==> src/rtl/mbd_side_buffer_ctrl.sv <==
// Side-buffer controller for the MinBD router.
// Holds flits pulled out by the buffer-eject stage in a small FIFO and
// re-injects the head flit into the first free input slot. The slot scan
// starts at a rotating priority pointer. Ejection is throttled when the FIFO
// is full, and a starvation flag is raised when the head flit stays blocked.
module mbd_side_buffer_ctrl #(
  parameter int DEPTH        = 4,
  parameter int STARVE_LIMIT = 8,
  parameter int CW           = 3
) (
  input  logic          clk,
  input  logic          rst,
  input  logic          eject_valid,
  input  logic [10:0]   eject_flit,
  input  logic [3:0]    slot_busy,
  output logic          eject_en,
  output logic          inj_valid,
  output logic [1:0]    inj_port,
  output logic [10:0]   inj_flit,
  output logic [CW-1:0] buf_count,
  output logic          buf_full,
  output logic          starve,
  output logic          ovf_err
);

  localparam int            AW      = $clog2(DEPTH);
  localparam logic [CW-1:0] DEPTH_C = CW'(DEPTH);
  localparam logic [7:0]    LIMIT_C = 8'(STARVE_LIMIT);

  typedef enum logic [1:0] {EMPTY, HOLD, STARVED} state_e;

  logic [10:0]   mem_q [DEPTH];
  logic [AW-1:0] rd_ptr_q, rd_ptr_d;
  logic [AW-1:0] wr_ptr_q, wr_ptr_d;
  logic [CW-1:0] count_q, count_d;
  logic [1:0]    rr_ptr_q, rr_ptr_d;
  logic [7:0]    blk_cnt_q, blk_cnt_d;
  state_e        state_q, state_d;
  logic          ovf_q, ovf_d;
  logic          inj_valid_q;
  logic [1:0]    inj_port_q;
  logic [10:0]   inj_flit_q;

  logic          full;
  logic          found;
  logic [1:0]    sel;
  logic          pop;
  logic          push;

  assign full = (count_q == DEPTH_C);

  // Rotating-priority scan for the first free input slot, starting at rr_ptr.
  always_comb begin
    found = 1'b0;
    sel   = rr_ptr_q;
    for (int i = 0; i < 4; i++) begin
      if (!found && !slot_busy[rr_ptr_q + 2'(i)]) begin
        found = 1'b1;
        sel   = rr_ptr_q + 2'(i);
      end
    end
  end

  // A pop frees the head entry on this edge, so a push is still accepted when
  // the FIFO is full as long as it coincides with a pop.
  assign pop  = (count_q != '0) && found;
  assign push = eject_valid && (!full || pop);

  // Next-state logic: pointers, occupancy, overflow flag and the starvation FSM.
  always_comb begin
    rd_ptr_d  = rd_ptr_q;
    wr_ptr_d  = wr_ptr_q;
    rr_ptr_d  = rr_ptr_q;
    count_d   = count_q;
    ovf_d     = ovf_q;
    blk_cnt_d = blk_cnt_q;
    state_d   = state_q;

    if (pop) begin
      rd_ptr_d = rd_ptr_q + AW'(1);
      rr_ptr_d = sel + 2'd1;
    end
    if (push) begin
      wr_ptr_d = wr_ptr_q + AW'(1);
    end
    case ({push, pop})
      2'b10:   count_d = count_q + CW'(1);
      2'b01:   count_d = count_q - CW'(1);
      default: count_d = count_q;
    endcase
    if (eject_valid && full && !pop) begin
      ovf_d = 1'b1;
    end

    case (state_q)
      EMPTY: begin
        blk_cnt_d = '0;
        if (push) begin
          state_d = HOLD;
        end
      end
      HOLD, STARVED: begin
        if (pop) begin
          blk_cnt_d = '0;
          state_d   = (count_d == '0) ? EMPTY : HOLD;
        end else begin
          if (blk_cnt_q < LIMIT_C) begin
            blk_cnt_d = blk_cnt_q + 8'd1;
          end
          state_d = (blk_cnt_d >= LIMIT_C) ? STARVED : HOLD;
        end
      end
      default: begin
        blk_cnt_d = '0;
        state_d   = EMPTY;
      end
    endcase
  end

  // Control and output registers; reset discards all buffered flits.
  always_ff @(posedge clk or posedge rst) begin
    if (rst) begin
      rd_ptr_q    <= '0;
      wr_ptr_q    <= '0;
      rr_ptr_q    <= '0;
      count_q     <= '0;
      ovf_q       <= 1'b0;
      blk_cnt_q   <= '0;
      state_q     <= EMPTY;
      inj_valid_q <= 1'b0;
      inj_port_q  <= '0;
      inj_flit_q  <= '0;
    end else begin
      rd_ptr_q    <= rd_ptr_d;
      wr_ptr_q    <= wr_ptr_d;
      rr_ptr_q    <= rr_ptr_d;
      count_q     <= count_d;
      ovf_q       <= ovf_d;
      blk_cnt_q   <= blk_cnt_d;
      state_q     <= state_d;
      inj_valid_q <= pop;
      if (pop) begin
        inj_port_q <= sel;
        inj_flit_q <= mem_q[rd_ptr_q];
      end
    end
  end

  // Flit storage; entries are only meaningful between rd_ptr and wr_ptr.
  always_ff @(posedge clk) begin
    if (push) begin
      mem_q[wr_ptr_q] <= eject_flit;
    end
  end

  assign eject_en  = !full;
  assign inj_valid = inj_valid_q;
  assign inj_port  = inj_port_q;
  assign inj_flit  = inj_flit_q;
  assign buf_count = count_q;
  assign buf_full  = full;
  assign starve    = (state_q == STARVED);
  assign ovf_err   = ovf_q;

endmodule

==> config.mk <==
export PLATFORM = sky130hd
export DESIGN_NAME = mbd_side_buffer_ctrl
export DESIGN_NICKNAME = d
export VERILOG_FILES = /design/src/rtl/mbd_side_buffer_ctrl.sv
export SDC_FILE = /design/constraint.sdc
export NUM_CORES = 1
export LEC_CHECK = 0
export ABC_AREA = 1
export BUFFER_PORTS_ARGS = -buffer_cell sky130_fd_sc_hd__buf_2
export CAP_MARGIN = 20
export CELL_PAD_IN_SITES_DETAIL_PLACEMENT = 0
export CELL_PAD_IN_SITES_GLOBAL_PLACEMENT = 1
export CORE_AREA = 2 2 95 97
export CTS_CLUSTER_DIAMETER = 40
export DETAILED_ROUTE_END_ITERATION = 16
export DIE_AREA = 0 0 97 99
export HOLD_SLACK_MARGIN = 0.12
export PLACE_DENSITY_LB_ADDON = 0.25
export SLEW_MARGIN = 20
export SYNTH_ARGS = -nofsm -noshare
export SYNTH_HDL_FRONTEND = slang
export SYNTH_SLANG_ARGS = --single-unit
export TNS_END_PERCENT = 1
==> constraint.sdc <==
create_clock -name clk -period 2.25 [get_ports clk]
set_input_delay 0.225 -clock clk [delete_from_list [all_inputs] [get_ports clk]]
set_output_delay 0.225 -clock clk [all_outputs]
set_load 0.05 [all_outputs]
# Word level (Yosys, flattened, before mapping)
# Memory sizes are Yosys's and may differ from the RTL's. A register that Yosys moved wholly into a read port is not among the register bits.
# Index checks and enable logic that the tools add are counted.
# word_totals
reg_bits	23
latchBits	0
ramBits	44
rom_bits	0
input_bits	18
out_inout_bits	21
elab_cells	78
memories	1
# classes
addsub	9
multipliers	0
n_div	0
order_cmp	6
n_eq_ne	6
shifts	0
muxes	28
bitwise_logic	0
n_reduce_logical	19
# memory_table
name	depth	width	rd	rd_ports_with_merged_regs	write_ports	line_no	rtl
mem_q	4	11	1	1	1	32	logic [10:0] mem_q [DEPTH];
# op_table
operator	n
$mux W8	5
$lt A2 B3 Y1 const B	4
$mux W2	6
$mux W1	11
$add A2 B1 Y2 const B	4
$add A8 B1 Y8 const B	1
$bmux W1 S2	4
$ge A8 B4 Y1 const B	1
$lt A8 B4 Y1 const B	1
$logic_and A1 B1 Y1	7
$logic_not A1 Y1	7
$pmux W3 S2	1
$add A2 B2 Y2 const B	2
$eq A2 B1 Y1 const B	2
$eq A2 B2 Y1 const B	2
$pmux W2 S2	1
$add A3 B1 Y3 const B	1
$eq A3 B3 Y1 const B	1
$logic_not A3 Y1	1
$reduce_bool A3 Y1	1
$sub A3 B1 Y3 const B	1
$logic_not A2 Y1	1
$ne A2 B2 Y1 const B	1
$reduce_or A2 Y1	1
$logic_or A1 B1 Y1	1

# Longest topological paths before layout
# Gate-level depths: netlist of the first run.
# depth
word_depth	21
depth_mapped	19
depth_no_buf	18

# Worst setup path before layout of the first run
# OpenSTA, ideal clock, no wires.
# synth_timing
kind	reg2reg
start	register count_q[2], in the netlist buf_count[2]
end	register state_q[0]
setup_ns	0.116
arrival_time_ns	3.288
t_required_ns	2.134
slack_ns	-1.155
path_stages_with_launch	12
path_buffers	0
synth_period_minus_slack_ns	3.405
cell_sequence	dfrtp_1 > inv_1 > nor3_1 > inv_1 > nand4_1 > nand3_1 > nand2_1 > nand3_1 > nand2_1 > nand2_1 > nand2_1 > nand2_1
# synth_between
elab_chain_len	10
elab_cells_between_ends	16
classes_between	add/sub (2); eq/ne (4); mux (4); reduce/logical (6)
# synth_rtl
element	line_no	rtl
start: declaration	35	logic [CW-1:0] count_q, count_d;
start signal: assignment	137	count_q <= count_d;
$eq A3 B3 Y1 (*)	50	assign full = (count_q == DEPTH_C);
named net buf_full	21	output logic buf_full,
$logic_not A1 Y1 (*)	-	
named net eject_en	16	output logic eject_en,
$logic_or A1 B1 Y1 (*)	67	assign push = eject_valid && (!full || pop);
$logic_and A1 B1 Y1 (*)	67	
$eq A2 B1 Y1 or $eq A2 B2 Y1 (tied branches)	86	case ({push, pop})
$pmux W3 S2	86	
$logic_not A3 Y1	105	state_d = (count_d == '0) ? EMPTY : HOLD;
$mux W1	105	
$mux W2	103	if (pop) begin
$pmux W2 S2	95	case (state_q)
end signal: assignment	140	state_q <= state_d;
end: declaration	38	state_e state_q, state_d;
# Mark *: on every way through the listed nets, which the timed path passes. The rest lies on a longest branch.
# A chain may end at the register's enable or synchronous reset.

# Worst setup path in the final report of the first run
# layout_timing
start	register rr_ptr_q[0]
end	register state_q[0]
# layout_between
elab_chain_len	21
elab_cells_between_ends	34
classes_between	add/sub (3); eq/ne (3); mux (16); reduce/logical (12)
# layout_rtl
element	line_no	rtl
start: declaration	36	logic [1:0] rr_ptr_q, rr_ptr_d;
start signal: assignment	136	rr_ptr_q <= rr_ptr_d;
$add A2 B1 Y2	57	if (!found && !slot_busy[rr_ptr_q + 2'(i)]) begin
$bmux W1 S2	57	
$mux W1 (not written as such)	57	
$logic_not A1 Y1	57	
$logic_and A1 B1 Y1	57	
$mux W1	57	
$logic_not A1 Y1	57	
$logic_and A1 B1 Y1	57	
[... 5 more ...]	-	
$logic_or A1 B1 Y1	67	
$logic_and A1 B1 Y1	67	
$eq A2 B1 Y1 or $eq A2 B2 Y1 (tied branches)	86	
$pmux W3 S2	86	
$logic_not A3 Y1	105	
$mux W1	105	
$mux W2	103	
$pmux W2 S2	95	
# Mark *: on every way between the ends. The rest lies on a longest branch, timed or not. The select of a mux whose other input is x is not followed.

==> flow_summary.yaml, run 1 <==
synthesis:
  syn_area_sq_um: 3470
  synthSimpleGateAreaFrac_pct: 18.8
  synth_cell_types: 28
  synth_top_family_by_area: "simple AND/OR/NAND/NOR gates"
  yosysTopAreaCell: "edfxtp_1"
  synth_compound_area_share_pct: 7.65
  ys_warn_count: 0
  synthAdderAreaFrac_pct: 3.46
  synth_edf_count: 44
  synth_ff_type: "edfxtp_1"
  synth_xor_area_share_pct: 1.26
  synth.top_cell.area_share_pct: 38.1
  netlist_top_cells_area: "edfxtp_1 38%, dfrtp_1 25%, nor2_1 8.2%"
  synth_most_common_cell: "nor2_1"
  synth-async-reset-ratio_pct: 43.6
  yosys_register_bits: 78
  seq_area_frac_synth_pct: 62.6
  postSynthCellCount: 336
  syn-num-nets: 363
  syn_area_per_cell_sq_um: 10.3
  muxShareOfSynthArea_pct: 0.289
  synthTopCellsByCount: "76 x nor2_1, 44 x edfxtp_1, 34 x dfrtp_1, 34 x inv_1, 33 x nand2_1"
routing:
  wire_per_inst_um: 13.1
  ant_nets: 0
  via_count: 2459
  wl_met1_um: 3060
  wl_met2_um: 3420
  drt-total-wl_um: 6840
  viasPerCell: 4.71
  drtPass1Iterations: 4
  drtIter0Drc: 77
  wl_met3_um: 243
  maxUsedRoutingLayer: "met4"
  drc: 0
final_layout:
  finalNetCount: 436
  fin_cells: 522
  area_growth_pct: 25.7
  utilization_pct: 51.0
  drive_above_1_share_pct: 28.7
  fin_area_sq_um: 4360
  antennaDiodeCount: 0
sta:
  max_freq_mhz: 461
  setup_violations: 0
  worst_pin_slew_ps: 603
  period_needed_ps: 2170
  hold_viol: 0
  tns_ps: 0
  drv_slew: 0
  max_slew_margin_pct: 59.7
  finalWorstSetupSlack_ps: 79.6
  fin_skew_ps: 8.78
  final.period_utilization_pct: 96.5
  grt_setup_unrepaired: "yes"
floorplanning:
  start_util_pct: 40.5
  die-width_um: 97
  die_area_sq_um: 9600
  rows: 34
  coreArea_sq_um: 8550
  die_h_um: 99
  ios: 39
cts:
  clk_latency_ps: 340
  cts_tree: "yes"
  root_buffer: "clkbuf_8"
  clock-sinks: 78
  cts_inserted_buffers: 9
  clock_path_buffers: 2
  clk_pin_slew_ps: 90
  cts_max_level: 3
placed_design:
  placed_area_sq_um: 3890
  place_ws_ps: -95.3
  place_congestion: 0.800
  dp_cells: 488
  dp_hpwl_um: 4500
  numPortBuffers: 38
global_routing:
  grt.total_usage_pct: 15.2
  grt_pass1_vias: 2374
  antenna_found_initial: 0
  grt_max_degree: 35
  grt_pass1_wl_um: 11300
  overflow: 0
critical_path:
  crit_chain: "inv_8 > nand2_2 > nand3_1 > nand2_2 > nand4_4 > nand3_4 > fa_2 > inv_2 > nand4_1 > nand2_1 > nand2_1 > nand2_2 > nand3_2 > nand2_1 > nand2_1 > nand2_1 > nand2_1"
  cp_slowest_cell: "dfrtp_2"
  worstPathArrival_ps: 2410
  crit_buf_inv: 2
  endpoint_kind: "flop"
  path_class: "flop to flop"
  critical-path-max-stage-delay_ps: 500
  critPathLaunchType: "flop"
  critPathRequiredTime_ps: 2490
  cp_top_family: "simple AND/OR/NAND/NOR gates"
  crit_top_cell: "nand2_1"
  crit_fanout: 8
power_and_ir_drop:
  max-vdd-ir-drop_mv: 0.602
  power_density_nw_per_um2: 1490
  power_leakage_nw: 1.88
status:
  status: "completed"
worst_hold_path:
  worstHoldPathType: "primary input to flop"
run:
  maxCapViolCount: 0
==> worst min-delay path: cells and delay by family <==
kind | cells | cell delay (ps)
buf+inv | 1 | 130
simple gates | 3 | 210
==> per-layer routing <==
layer  up-vias  track usage (%)
met2        42             26.1
met5         -                0
met1      1145             18.3
met3        11             3.33
met4         0             7.48
li1       1261                -
==> registers in the layout (all words and copies together) (netlist names) <==
name and count:
mem_q 44, inj_flit 11, blk_cnt_q 8, buf_count 3
inj_port 2, rd_ptr_q 2, rr_ptr_q 2, state_q 2
wr_ptr_q 2, inj_valid 1, ovf_err 1
==> report_power, final <==
part           total [mW]  switching, mW  internal [mW]
clock network        1.18          0.535          0.640
logic                3.15           2.11           1.04
registers            2.18          0.227           1.95
total                6.51           2.88           3.64
==> cells in the final DEF, fill, tap and decap left out, types with 4 or more instances in the layout <==
cell,instances
dlygate4sd3_1,12
inv_1,31
edfxtp_1,44
nand2_2,20
buf_2,38
dfrtp_2,4
a31oi_1,12
ha_1,8
nand3_2,6
nand3_1,12
nor2_1,76
nand4_1,4
o21ai_0,28
dfrtp_1,30
xor2_1,5
nand2_1,24
a21oi_1,4
buf_4,22
clkbuf_8,9
==> logic make-up (layout without fill, tap and decap cells) <==
group | count (synthesis) | in the layout
adder cells (fa/ha/maj) | 9 | 9
AO/OA/AOI/OAI | 48 | 48
multiplexers | 1 | 1
XOR/XNOR | 5 | 5
AND/OR/NAND/NOR | 148 | 148
buffers and inverters | 47 | 125
flip-flops | 78 | 78
==> cell type report <==
cell class | instances | area (sq um)
clock inverters | 7 | 105
multi-input cells | 211 | 1180
clock buffers | 9 | 124
inverters | 36 | 146
flip-flops and latches | 78 | 2180
fillers | 788 | 4190
well taps | 108 | 135
repair buffers | 73 | 495
==> final timing paths <==
check | startpoint | to | slack (ps) | cells after the start
worst min register to register | ovf_err | ovf_err | 480 | 1
worst min-delay path | eject_valid | buf_count[0] | 260 | 4
worst max register to register | rr_ptr_q[0] | state_q[0] | 80 | 17
max in group asynchronous | rst | rr_ptr_q[1] | 1380 | 4
worst max-delay path | rr_ptr_q[0] | state_q[0] | 80 | 17
min in group asynchronous | rst | inj_valid | 520 | 4
==> stage by stage <==
step	total power [mW]	hold WS, ps
floorplan	4.40	324
global placement	5.15	361
detailed placement	5.18	362
CTS	6.40	239
global route	7.03	262
finish	6.51	256
==> what timing repair did <==
action,CTS,global route
endpoints found under the hold margin,78,0
hold buffers,12,0
pin swaps,0,10
endpoints found under the setup margin,1,2
gates resized for setup,2,20
setup buffers,1,5
Power figures use the tool's default switching activity.
==> run 2: changes to the inputs <==
- BUFFER_PORTS_ARGS: -buffer_cell sky130_fd_sc_hd__buf_2 -> default
- CORE_AREA: 2 2 95 97 -> 2 2 92 94
- DIE_AREA: 0 0 97 99 -> 0 0 94 96
- DONT_BUFFER_PORTS: default -> 1
- GPL_ROUTABILITY_DRIVEN: default -> 0
==> flow_summary.yaml, run 2 (synthesized netlist as in run 1, its figures left out) <==
status:
  status: "completed"
floorplanning:
  die_h_um: 96
  ios: 39
  rows: 33
  start_util_pct: 43.1
  die_area_sq_um: 9020
  die-width_um: 94
  coreArea_sq_um: 8050
sta:
  worst_pin_slew_ps: 594
  final.period_utilization_pct: 96.2
  max_freq_mhz: 462
  setup_violations: 0
  max_slew_margin_pct: 60.4
  hold_viol: 0
  grt_setup_unrepaired: "yes"
  fin_skew_ps: 10.6
  drv_slew: 0
  tns_ps: 0
  period_needed_ps: 2160
global_routing:
  grt_max_degree: 35
  antenna_found_initial: 0
  grt_pass1_wl_um: 11100
  grt_pass1_vias: 2264
  overflow: 0
  grt.total_usage_pct: 16.5
cts:
  clock_path_buffers: 2
  clk_pin_slew_ps: 90
  cts_inserted_buffers: 9
  clock-sinks: 78
  cts_tree: "yes"
  clk_latency_ps: 350
  root_buffer: "clkbuf_8"
  cts_max_level: 3
critical_path:
  endpoint_kind: "flop"
  crit_top_cell: "nand2_1"
  crit_chain: "inv_8 > nand2_2 > nand3_2 > nand2_2 > nand4_4 > nand3_4 > fa_2 > buf_4 > nand3_1 > nand3_1 > nand2_2 > nand3_1 > nand2_1 > nand2_1 > nand2_1 > nand2_1"
  worstPathArrival_ps: 2420
  r2r_slack_ps: 90
  crit_fanout: 8
  critPathRequiredTime_ps: 2500
  critPathLaunchType: "flop"
  cp_slowest_cell: "dfrtp_2"
  path_class: "flop to flop"
  crit_buf_inv: 2
  cp_top_family: "simple AND/OR/NAND/NOR gates"
  critical-path-max-stage-delay_ps: 500
final_layout:
  drive_above_1_share_pct: 20.7
  mostFrequentLayoutCells: "76 x nor2_1, 44 x edfxtp_1, 31 x inv_1"
  finalNetCount: 398
  utilization_pct: 51.1
  largest_reg_flops: 44
  mostFrequentLayoutCell: "nor2_1"
  regMostFlops: "mem_q"
  fin_area_sq_um: 4110
  antennaDiodeCount: 0
  area_growth_pct: 18.6
routing:
  drc: 0
  via_count: 2311
  ant_nets: 0
  drtIter0Drc: 65
  drtPass1Iterations: 4
  drt-total-wl_um: 6780
  wire_per_inst_um: 14.1
  viasPerCell: 4.80
power_and_ir_drop:
  power_leakage_nw: 1.70
  power_density_nw_per_um2: 1490
  max-vdd-ir-drop_mv: 0.752
run:
  maxCapViolCount: 0
placed_design:
  dp_hpwl_um: 4420
  numPortBuffers: 0
  placed_area_sq_um: 3710
worst_hold_path:
  worstHoldPathType: "primary input to flop"
[run 2: routing by layer]
metal  share of wire (%)  vias to the layer above  GRT usage [%]
li1                    -                     1188              -
met3                 4.8                       10           5.17
met5                   0                        -              0
met4                 1.4                        0           6.88
met1                  44                     1075           19.6
met2                  50                       38           27.9
[run 2: worst paths after layout]
| kind | startpoint | to | depth (start not counted) |
|---|---|---|---|
| setup / recovery | rr_ptr_q[0] | state_q[0] | 16 |
| hold / removal | eject_valid | buf_count[0] | 3 |
| setup reg to reg | rr_ptr_q[0] | state_q[0] | 16 |
| hold reg to reg | blk_cnt_q[7] | blk_cnt_q[7] | 2 |
| max in group asynchronous | rst | rr_ptr_q[1] | 3 |
| min in group asynchronous | rst | inj_valid | 3 |
[run 2: where the power goes]
group | internal [mW] | switching (mW)
Sequential | 1.94 | 0.725
Combinational | 0.879 | 1.56
Clock | 0.425 | 0.574
Total | 3.25 | 2.86
[run 2: metrics by stage]
step           worst slack, ps  total power [mW]  cells  hold WS, ps
3_5_place_dp             -40.7              5.01    449          264
5_1_grt                  -91.6              6.59    481          164
3_3_place_gp              32.9              4.98    449          257
4_1_cts                   1.45              6.05    478          153
2_1_floorplan             -150              4.40    336          324
6_report                  85.9              6.11    481          156
[run 2: area by class of cell]
type | count | area [sq um]
timing repair buffer | 35 | 308
multi-input combinational | 211 | 1160
sequential | 78 | 2180
fill | 745 | 3940
inverter | 36 | 146
clock buffer | 9 | 124
clock inverter | 7 | 63.8
tap | 105 | 131
[run 2: worst min-delay path: cells and delay by family]
family           cells  cell delay (ps)
and+or+nand+nor      3              250
[run 2: timing repair]
item,in CTS,in global routing
setup endpoints to repair,1,2
pin swaps,0,7
buffers inserted,0,3
endpoints found under the hold margin,80,0
hold buffers,13,0
resized for setup,1,17
